<file path="config.mk">
export PLATFORM = sky130hd
export DESIGN_NAME = uart_pkt_parser
export DESIGN_NICKNAME = d
export VERILOG_FILES = /design/src/rtl/dds_pkt_pkg.sv /design/src/rtl/pkt_crc8.sv /design/src/rtl/uart_pkt_parser.sv
export SDC_FILE = /design/constraint.sdc
export NUM_CORES = 1
export LEC_CHECK = 0
export ABC_CLOCK_PERIOD_IN_PS = 2100
export CAP_MARGIN = 20
export CORE_UTILIZATION = 34
export CTS_BUF_LIST = sky130_fd_sc_hd__clkbuf_8 sky130_fd_sc_hd__clkbuf_16
export CTS_CLUSTER_DIAMETER = 60
export CTS_CLUSTER_SIZE = 30
export DETAILED_ROUTE_END_ITERATION = 7
export PLACE_DENSITY = 0.57
export SETUP_SLACK_MARGIN = 0.3
export SLEW_MARGIN = 5
export SYNTH_ARGS = -nofsm -noshare
export SYNTH_HDL_FRONTEND = slang
export SYNTH_SLANG_ARGS = --single-unit
</file>
<file path="constraint.sdc">
create_clock -name sys_clk -period 2.1 [get_ports sys_clk]
set_input_delay 0.42 -clock sys_clk [delete_from_list [all_inputs] [get_ports sys_clk]]
set_output_delay 0.42 -clock sys_clk [all_outputs]
set_load 0.005 [all_outputs]
</file>
<file path="src/rtl/dds_pkt_pkg.sv">
// Shared definitions for the UART packet parser.
//
// Contents:
//   PKT_HEAD / PKT_TAIL : framing bytes (0x55 header, 0xAA tail)
//   PAYLOAD_LEN         : number of payload bytes between header and CRC (11)
//   CRC_POLY            : CRC-8 generator polynomial (x^8 + x^2 + x + 1)
//   state_t             : parser FSM states
//   err_code_t          : values reported on err_code when pkt_err pulses
package dds_pkt_pkg;

    localparam logic [7:0] PKT_HEAD    = 8'h55;
    localparam logic [7:0] PKT_TAIL    = 8'hAA;
    localparam int         PAYLOAD_LEN = 11;
    localparam logic [7:0] CRC_POLY    = 8'h07;

    typedef enum logic [2:0] {
        IDLE    = 3'd0,
        PAYLOAD = 3'd1,
        CRC     = 3'd2,
        TAIL    = 3'd3,
        OUT     = 3'd4
    } state_t;

    typedef enum logic [1:0] {
        ERR_NONE    = 2'd0,
        ERR_TAIL    = 2'd1,
        ERR_CRC     = 2'd2,
        ERR_TIMEOUT = 2'd3
    } err_code_t;

endpackage

</file>
<file path="src/rtl/pkt_crc8.sv">
// Combinational single-byte CRC-8 update (MSB first, no reflection).
//
// Ports:
//   crc_in  [7:0] : running CRC before this byte
//   byte_in [7:0] : byte to fold in
//   crc_out [7:0] : running CRC after this byte
module pkt_crc8
    import dds_pkt_pkg::*;
(
    input  logic [7:0] crc_in,
    input  logic [7:0] byte_in,
    output logic [7:0] crc_out
);

    logic [7:0] c;

    // With a zero initial value and no reflection, XOR-ing the whole byte in
    // up front and then doing eight shift steps equals the bit-serial form.
    always_comb begin
        c = crc_in ^ byte_in;
        for (int i = 0; i < 8; i++) begin
            if (c[7]) c = {c[6:0], 1'b0} ^ CRC_POLY;
            else      c = {c[6:0], 1'b0};
        end
        crc_out = c;
    end

endmodule

</file>
<file path="src/rtl/uart_pkt_parser.sv">
// Parser for 14-byte control packets arriving byte-by-byte from a UART
// receiver:  55 | 11 payload bytes | CRC | AA
//
// Configuration macro:
//   PKT_CRC_CHECK_EN : when defined, a CRC-8 (poly 0x07, init 0) over the
//                      payload is accumulated and checked against the CRC
//                      byte; when undefined the CRC byte is accepted and
//                      ignored.
//
// Parameters:
//   CLK_FREQ    : sys_clk frequency in Hz (informational)
//   TIMEOUT_CYC : max idle cycles allowed between bytes of one packet
//
// Ports:
//   sys_clk, sys_rst     : clock, synchronous active-high reset
//   rx_data, rx_done     : byte from the UART receiver and its 1-cycle strobe
//   pkt_valid            : 1-cycle pulse, field outputs hold a new good packet
//   pkt_err, err_code    : 1-cycle pulse on rejection, 1=tail 2=CRC 3=timeout
//   reg_func .. pat      : decoded packet fields, held until next pkt_valid
//   busy                 : parser is inside a packet (not IDLE)
module uart_pkt_parser
    import dds_pkt_pkg::*;
#(
    parameter int CLK_FREQ    = 50_000_000,
    parameter int TIMEOUT_CYC = 50_000
) (
    input  logic        sys_clk,
    input  logic        sys_rst,
    input  logic [7:0]  rx_data,
    input  logic        rx_done,
    output logic        pkt_valid,
    output logic        pkt_err,
    output logic [1:0]  err_code,
    output logic [7:0]  reg_func,
    output logic [7:0]  hs_pwm_ch,
    output logic [7:0]  hs_ctrl_sta,
    output logic [7:0]  duty_num,
    output logic [15:0] pulse_dessert,
    output logic [7:0]  pulse_num,
    output logic [31:0] pat,
    output logic        busy
);

    // CLK_FREQ does not affect the logic; it only guards against a
    // nonsensical configuration collapsing the counter width.
    localparam int CNT_W = (CLK_FREQ > 0 && TIMEOUT_CYC > 2) ? $clog2(TIMEOUT_CYC) : 2;
    localparam logic [CNT_W-1:0] CNT_LAST = CNT_W'(TIMEOUT_CYC - 1);
    localparam logic [3:0]       IDX_LAST = 4'(PAYLOAD_LEN - 1);

    state_t           state_q;
    logic [3:0]       idx_q;
    logic [CNT_W-1:0] cnt_q;
    logic [CNT_W-1:0] cnt_d;
    logic [7:0]       shadow_q [PAYLOAD_LEN];

    logic             pkt_valid_q;
    logic             pkt_err_q;
    err_code_t        err_code_q;
    logic [7:0]       reg_func_q;
    logic [7:0]       hs_pwm_ch_q;
    logic [7:0]       hs_ctrl_sta_q;
    logic [7:0]       duty_num_q;
    logic [15:0]      pulse_dessert_q;
    logic [7:0]       pulse_num_q;
    logic [31:0]      pat_q;

    logic             in_pkt;
    logic             timeout;
    logic             crc_ok;

`ifdef PKT_CRC_CHECK_EN
    logic [7:0] crc_q;
    logic [7:0] rx_crc_q;
    logic [7:0] crc_d;

    pkt_crc8 u_crc8 (
        .crc_in  (crc_q),
        .byte_in (rx_data),
        .crc_out (crc_d)
    );

    assign crc_ok = (crc_q == rx_crc_q);
`else
    assign crc_ok = 1'b1;
`endif

    assign in_pkt = (state_q == PAYLOAD) || (state_q == CRC) || (state_q == TAIL);
    assign cnt_d  = cnt_q + CNT_W'(1);
    // Fires on the edge where the counter would reach TIMEOUT_CYC-1, so the
    // registered pkt_err is visible on the TIMEOUT_CYC-th idle cycle. A byte
    // arriving in the same cycle wins.
    assign timeout = in_pkt && !rx_done && (cnt_d == CNT_LAST);

    always_ff @(posedge sys_clk) begin
        if (sys_rst) begin
            state_q         <= IDLE;
            idx_q           <= '0;
            cnt_q           <= '0;
            for (int i = 0; i < PAYLOAD_LEN; i++) shadow_q[i] <= '0;
            pkt_valid_q     <= 1'b0;
            pkt_err_q       <= 1'b0;
            err_code_q      <= ERR_NONE;
            reg_func_q      <= '0;
            hs_pwm_ch_q     <= '0;
            hs_ctrl_sta_q   <= '0;
            duty_num_q      <= '0;
            pulse_dessert_q <= '0;
            pulse_num_q     <= '0;
            pat_q           <= '0;
`ifdef PKT_CRC_CHECK_EN
            crc_q           <= '0;
            rx_crc_q        <= '0;
`endif
        end else begin
            pkt_valid_q <= 1'b0;
            pkt_err_q   <= 1'b0;

            if (rx_done || !in_pkt) cnt_q <= '0;
            else                    cnt_q <= cnt_d;

            if (timeout) begin
                pkt_err_q  <= 1'b1;
                err_code_q <= ERR_TIMEOUT;
                state_q    <= IDLE;
            end else begin
                unique case (state_q)
                    // OUT lasts one cycle and behaves like IDLE so a header
                    // arriving right after a tail byte is not dropped.
                    IDLE, OUT: begin
                        state_q <= IDLE;
                        if (rx_done && rx_data == PKT_HEAD) begin
                            state_q <= PAYLOAD;
                            idx_q   <= '0;
`ifdef PKT_CRC_CHECK_EN
                            crc_q   <= '0;
`endif
                        end
                    end
                    PAYLOAD: begin
                        if (rx_done) begin
                            shadow_q[idx_q] <= rx_data;
`ifdef PKT_CRC_CHECK_EN
                            crc_q <= crc_d;
`endif
                            if (idx_q == IDX_LAST) state_q <= CRC;
                            else                   idx_q   <= idx_q + 4'd1;
                        end
                    end
                    CRC: begin
                        if (rx_done) begin
`ifdef PKT_CRC_CHECK_EN
                            rx_crc_q <= rx_data;
`endif
                            state_q <= TAIL;
                        end
                    end
                    TAIL: begin
                        if (rx_done) begin
                            if (rx_data != PKT_TAIL) begin
                                pkt_err_q  <= 1'b1;
                                err_code_q <= ERR_TAIL;
                                state_q    <= IDLE;
                            end else if (!crc_ok) begin
                                pkt_err_q  <= 1'b1;
                                err_code_q <= ERR_CRC;
                                state_q    <= IDLE;
                            end else begin
                                // Fields and pkt_valid are loaded on entry
                                // to OUT so they are visible during OUT,
                                // one cycle after the tail strobe.
                                state_q         <= OUT;
                                pkt_valid_q     <= 1'b1;
                                reg_func_q      <= shadow_q[0];
                                hs_pwm_ch_q     <= shadow_q[1];
                                hs_ctrl_sta_q   <= shadow_q[2];
                                duty_num_q      <= shadow_q[3];
                                pulse_dessert_q <= {shadow_q[4], shadow_q[5]};
                                pulse_num_q     <= shadow_q[6];
                                pat_q           <= {shadow_q[7], shadow_q[8],
                                                    shadow_q[9], shadow_q[10]};
                            end
                        end
                    end
                    default: state_q <= IDLE;
                endcase
            end
        end
    end

    assign pkt_valid     = pkt_valid_q;
    assign pkt_err       = pkt_err_q;
    assign err_code      = err_code_q;
    assign reg_func      = reg_func_q;
    assign hs_pwm_ch     = hs_pwm_ch_q;
    assign hs_ctrl_sta   = hs_ctrl_sta_q;
    assign duty_num      = duty_num_q;
    assign pulse_dessert = pulse_dessert_q;
    assign pulse_num     = pulse_num_q;
    assign pat           = pat_q;
    assign busy          = (state_q != IDLE);

endmodule

</file>
==> results.json <==
{
  "outcome": "complete, no violations",
  "synth.distinct_cells": 53,
  "first_global_vias": 5733,
  "clock_tree.htree_level_count": 1,
  "first_iter_violations": 327,
  "leakage_power_of_the_design_nw": 4.00,
  "timing.final.ws_setup_ns": 0.223,
  "die_area_um2": 23400,
  "vias_per_cell": 4.76,
  "critPathRequiredTime_ns": 2.48,
  "vdd_drop_max_mv": 0.516,
  "p_total_mw": 7.52,
  "r2r_start": "cnt_q[0]$_SDFF_PP0_",
  "grt_setup_unrepaired": "true",
  "routed_wirelength_mm": 19.0,
  "chipWidth_um": 153,
  "synth_flop_cell": "sky130_fd_sc_hd__dfxtp_1",
  "die-height_um": 153,
  "avgRoutedWirePerCell_um": 15.1,
  "ctsHoldBuffers": 0,
  "whs_path_depth": 2,
  "worst-slew-pin-transition_ns": 0.400,
  "core_area_um2": 22100,
  "clock.fmax_mhz": 533,
  "delay_of_the_slowest_cell_on_the_worst_path_ns": 0.36,
  "drt_pass1_iterations": 4,
  "fin_tns_setup_ns": 0,
  "port-buffer-count": 103,
  "synth-edff-count": 80,
  "synth.ff_latch_count": 203,
  "synth.yosys.seq_area_share_pct": 62.8,
  "r2r_setup_slack_ns": 0.22,
  "grt_antenna_before_repair": 1,
  "cts_num_sinks": 203,
  "terminus_of_the_critical_flop_to_flop_path": "state_q[1]$_SDFFE_PP0P_",
  "finalMaxSlewViolations": 0,
  "setup_viol": 0,
  "numCtsBuffers": 17,
  "final_period_minus_worst_setup_slack_ns": 1.88,
  "hold-worst-slack_ns": 0.257,
  "mappedNetlistArea_um2": 7740,
  "std_cell_rows": 54,
  "dp_worst_setup_slack_ns": -0.324,
  "cap_viol_max_count": 0,
  "clk_root_buffer_cell": "sky130_fd_sc_hd__clkbuf_16",
  "timing.final.crit_share_pct": 89.4,
  "synthesis.area_per_instance_um2": 9.73,
  "gr-usage-all-layers_pct": 16.3,
  "ys_warn_count": 0,
  "gpl.final_weighted_congestion": 0.803,
  "timing.max_slew.rel_slack_pct": 73.4,
  "cts.path.max_buffers": 3,
  "ioPinCount": 104,
  "drc_errors": 0,
  "place_hpwl_mm": 12.5,
  "dpl-instance-area_um2": 9670,
  "slowest_stage": "sky130_fd_sc_hd__dfxtp_2",
  "async_reset_ff_share_pct": 0,
  "area_growth_from_synthesis_to_layout_pct": 40.6,
  "cts.reportedPaths.clkPinSlew_ns": 0.08,
  "crit_chain": "ha_4 > nand4_4 > nor4_4 > mux2i_2 > nor3_2 > buf_4 > a2111oi_4",
  "globalRoute.totalOverflow": 0,
  "worst_r2r_path_depth": 7,
  "critical_path.startpoint_type": "flop",
  "crit_path_max_fanout": 4,
  "finalClockSkew_ns": 0.0140,
  "antenna_violating_nets_post_route": 0,
  "final.fill_count": 2068,
  "regArea_um2": 4920,
  "final_design_area_no_fill_um2": 10900,
  "power.density_cell_area_nw_per_um2": 691,
  "worst-setup-path-type": "flop to flop",
  "timing.final.hold_violations": 0,
  "num_vias": 5968,
  "initial_core_util_pct": 35.0,
  "num-nets-final": 978,
  "worstHoldPathType": "input pin to flop",
  "worstPathArrival_ns": 2.26,
  "drive_above_1_share_pct": 23.0,
  "first_pass_grt_wire_length_mm": 30.5,
  "multi_input_area_um2": 3000,
  "grt_start_max_net_pins": 55,
  "timing.critical_path.to_type": "flop",
  "synthesis.instances": 796,
  "tritoncts_clock_tree": "built",
  "postSynthNetCount": 811,
  "worstSkewPairLatency_ns": 0.49,
  "hold_start": "sys_rst",
  "worstHoldEndpoint": "state_q[1]$_SDFFE_PP0P_"
}
[what timing repair did]
item | 4_1_cts | 5_1_grt
pin swaps | 0 | 16
resized for setup | 49 | 84
setup buffers | 6 | 14
gates cloned | 1 | 0
endpoints found under the setup margin | 59 | 204
endpoints found under the hold margin | 0 | 0
[stage by stage]
| stage | cells | util [%] |
|---|---|---|
| 6_report | 1254 | 49.3 |
| 5_1_grt | 1254 | 49.3 |
| 4_1_cts | 1239 | 47.2 |
| 3_5_place_dp | 1203 | 43.8 |
| 3_3_place_gp | 1203 | 43.8 |
| 2_1_floorplan | 796 | - |
[how the worst max path moves through the flow]
| stage | slack, ns | endpoint | start | depth (start not counted) |
|---|---|---|---|---|
| 6_report | 0.22 | state_q[1]$_SDFFE_PP0P_ | cnt_q[0]$_SDFF_PP0_ | 7 |
| 5_1_grt | 0.12 | state_q[1]$_SDFFE_PP0P_ | cnt_q[0]$_SDFF_PP0_ | 7 |
| 4_1_cts | 0.19 | busy | state_q[0]$_SDFFE_PP0P_ | 3 |
| 3_5_place_dp | -0.32 | shadow_q[10][1]$_SDFFE_PP0P_ | rx_done | 7 |
| 3_3_place_gp | -0.32 | shadow_q[10][5]$_SDFFE_PP0P_ | rx_done | 7 |
| 2_1_floorplan | 0.24 | shadow_q[5][0]$_SDFFCE_PN0P_ | rx_done | 5 |
[cell usage in the layout, fill, tap and decap left out, drive strengths merged, types with 8 or more instances in the layout]
| cell type | count |
|---|---|
| clkbuf | 17 |
| nand2 | 198 |
| xnor2 | 8 |
| and2 | 9 |
| nand3 | 9 |
| dfxtp | 123 |
| nand4 | 8 |
| clkdlybuf4s50 | 81 |
| dlymetal6s2s | 17 |
| nor3 | 8 |
| nor2 | 101 |
| a21oi | 105 |
| inv | 25 |
| buf | 93 |
| edfxtp | 80 |
| nand2b | 12 |
[registers in the layout, indices dropped and copies added (netlist names)]
| register | count |
|---|---|
| err_code | 2 |
| pat | 32 |
| hs_pwm_ch | 8 |
| pulse_num | 8 |
| hs_ctrl_sta | 8 |
| shadow_q | 88 |
| cnt_q | 16 |
| pkt_err | 1 |
| idx_q | 4 |
| pkt_valid | 1 |
| state_q | 3 |
| duty_num | 8 |
| pulse_dessert | 16 |
| reg_func | 8 |
[where the power goes]
| group | internal [mW] | switching (mW) | leakage [nW] |
|---|---|---|---|
| clock network | 1.67 | 1.55 | 0.281 |
| registers | 4.13 | 0.0159 | 1.84 |
| logic | 0.0596 | 0.0961 | 1.88 |
| total | 5.86 | 1.67 | 4.00 |
[Yosys cell counts (all sizes together) (2+ instances only)]
cell type	n	share of area, %
nand2b	12	0.97
nand4	8	0.92
nor2b	2	0.16
xor2	4	0.45
nand4bb	3	0.44
nor4bb	2	0.26
nand3b	5	0.48
mux2i	4	0.52
a211oi	2	0.19
edfxtp	80	31
o32ai	2	0.23
a21oi	105	6.8
or2	3	0.24
and4	2	0.23
nor4	5	0.68
xnor2	8	0.91
dfxtp	123	32
ha	4	0.65
or4	4	0.44
nor3	8	0.65
o21ai	3	0.19
buf	10	0.65
a211o	2	0.23
and2	9	0.73
clkbuf	36	1.7
o31ai	2	0.19
nor2	101	4.9
or3	4	0.32
nand2	198	9.6
inv	20	0.97
nor3b	3	0.29
nand3	9	0.58
[critical path, delay by kind of cell (launching register included)]
| family | cells | cell delay, ns |
|---|---|---|
| DFF | 1 | 0.36 |
| adders and majority gates | 1 | 0.16 |
| and+or+nand+nor | 3 | 0.56 |
| muxes | 1 | 0.29 |
| buffers and inverters | 1 | 0.15 |
| AOI/OAI and AO/OA | 1 | 0.27 |
[cell type report]
type | count | share of cell area [%]
flip-flops and latches | 203 | 45.2
multi-input cells | 527 | 27.5
repair buffers | 194 | 18.2
clock buffers | 17 | 3.91
well taps | 280 | 3.22
clock inverters | 12 | 1.21
inverters | 20 | 0.690
diodes | 1 | 0.0230
[kinds of logic after synthesis]
| kind of cell | Yosys count | share of synthesized area (%) |
|---|---|---|
| muxes | 4 | 0.517 |
| and+or+nand+nor | 381 | 22.2 |
| xor gates and xnor gates | 12 | 1.36 |
| DFF | 203 | 62.8 |
| buffers and inverters | 66 | 3.36 |
| adders and majority gates | 4 | 0.646 |
| AOI/OAI and AO/OA | 126 | 9.07 |
[metal layers]
| metal | routed length, µm | vias to the layer above | part of all wire (%) | track usage, % |
|---|---|---|---|---|
| met1 | 8400 | 2817 | 44 | 21.1 |
| met2 | 9390 | 110 | 49 | 27.8 |
| li1 | - | 3016 | - | - |
| met5 | 0 | - | 0 | 0 |
| met3 | 814 | 25 | 4.3 | 2.75 |
| met4 | 375 | 0 | 2.0 | 5.05 |
No activity file was read; power rests on OpenSTA's default activity.
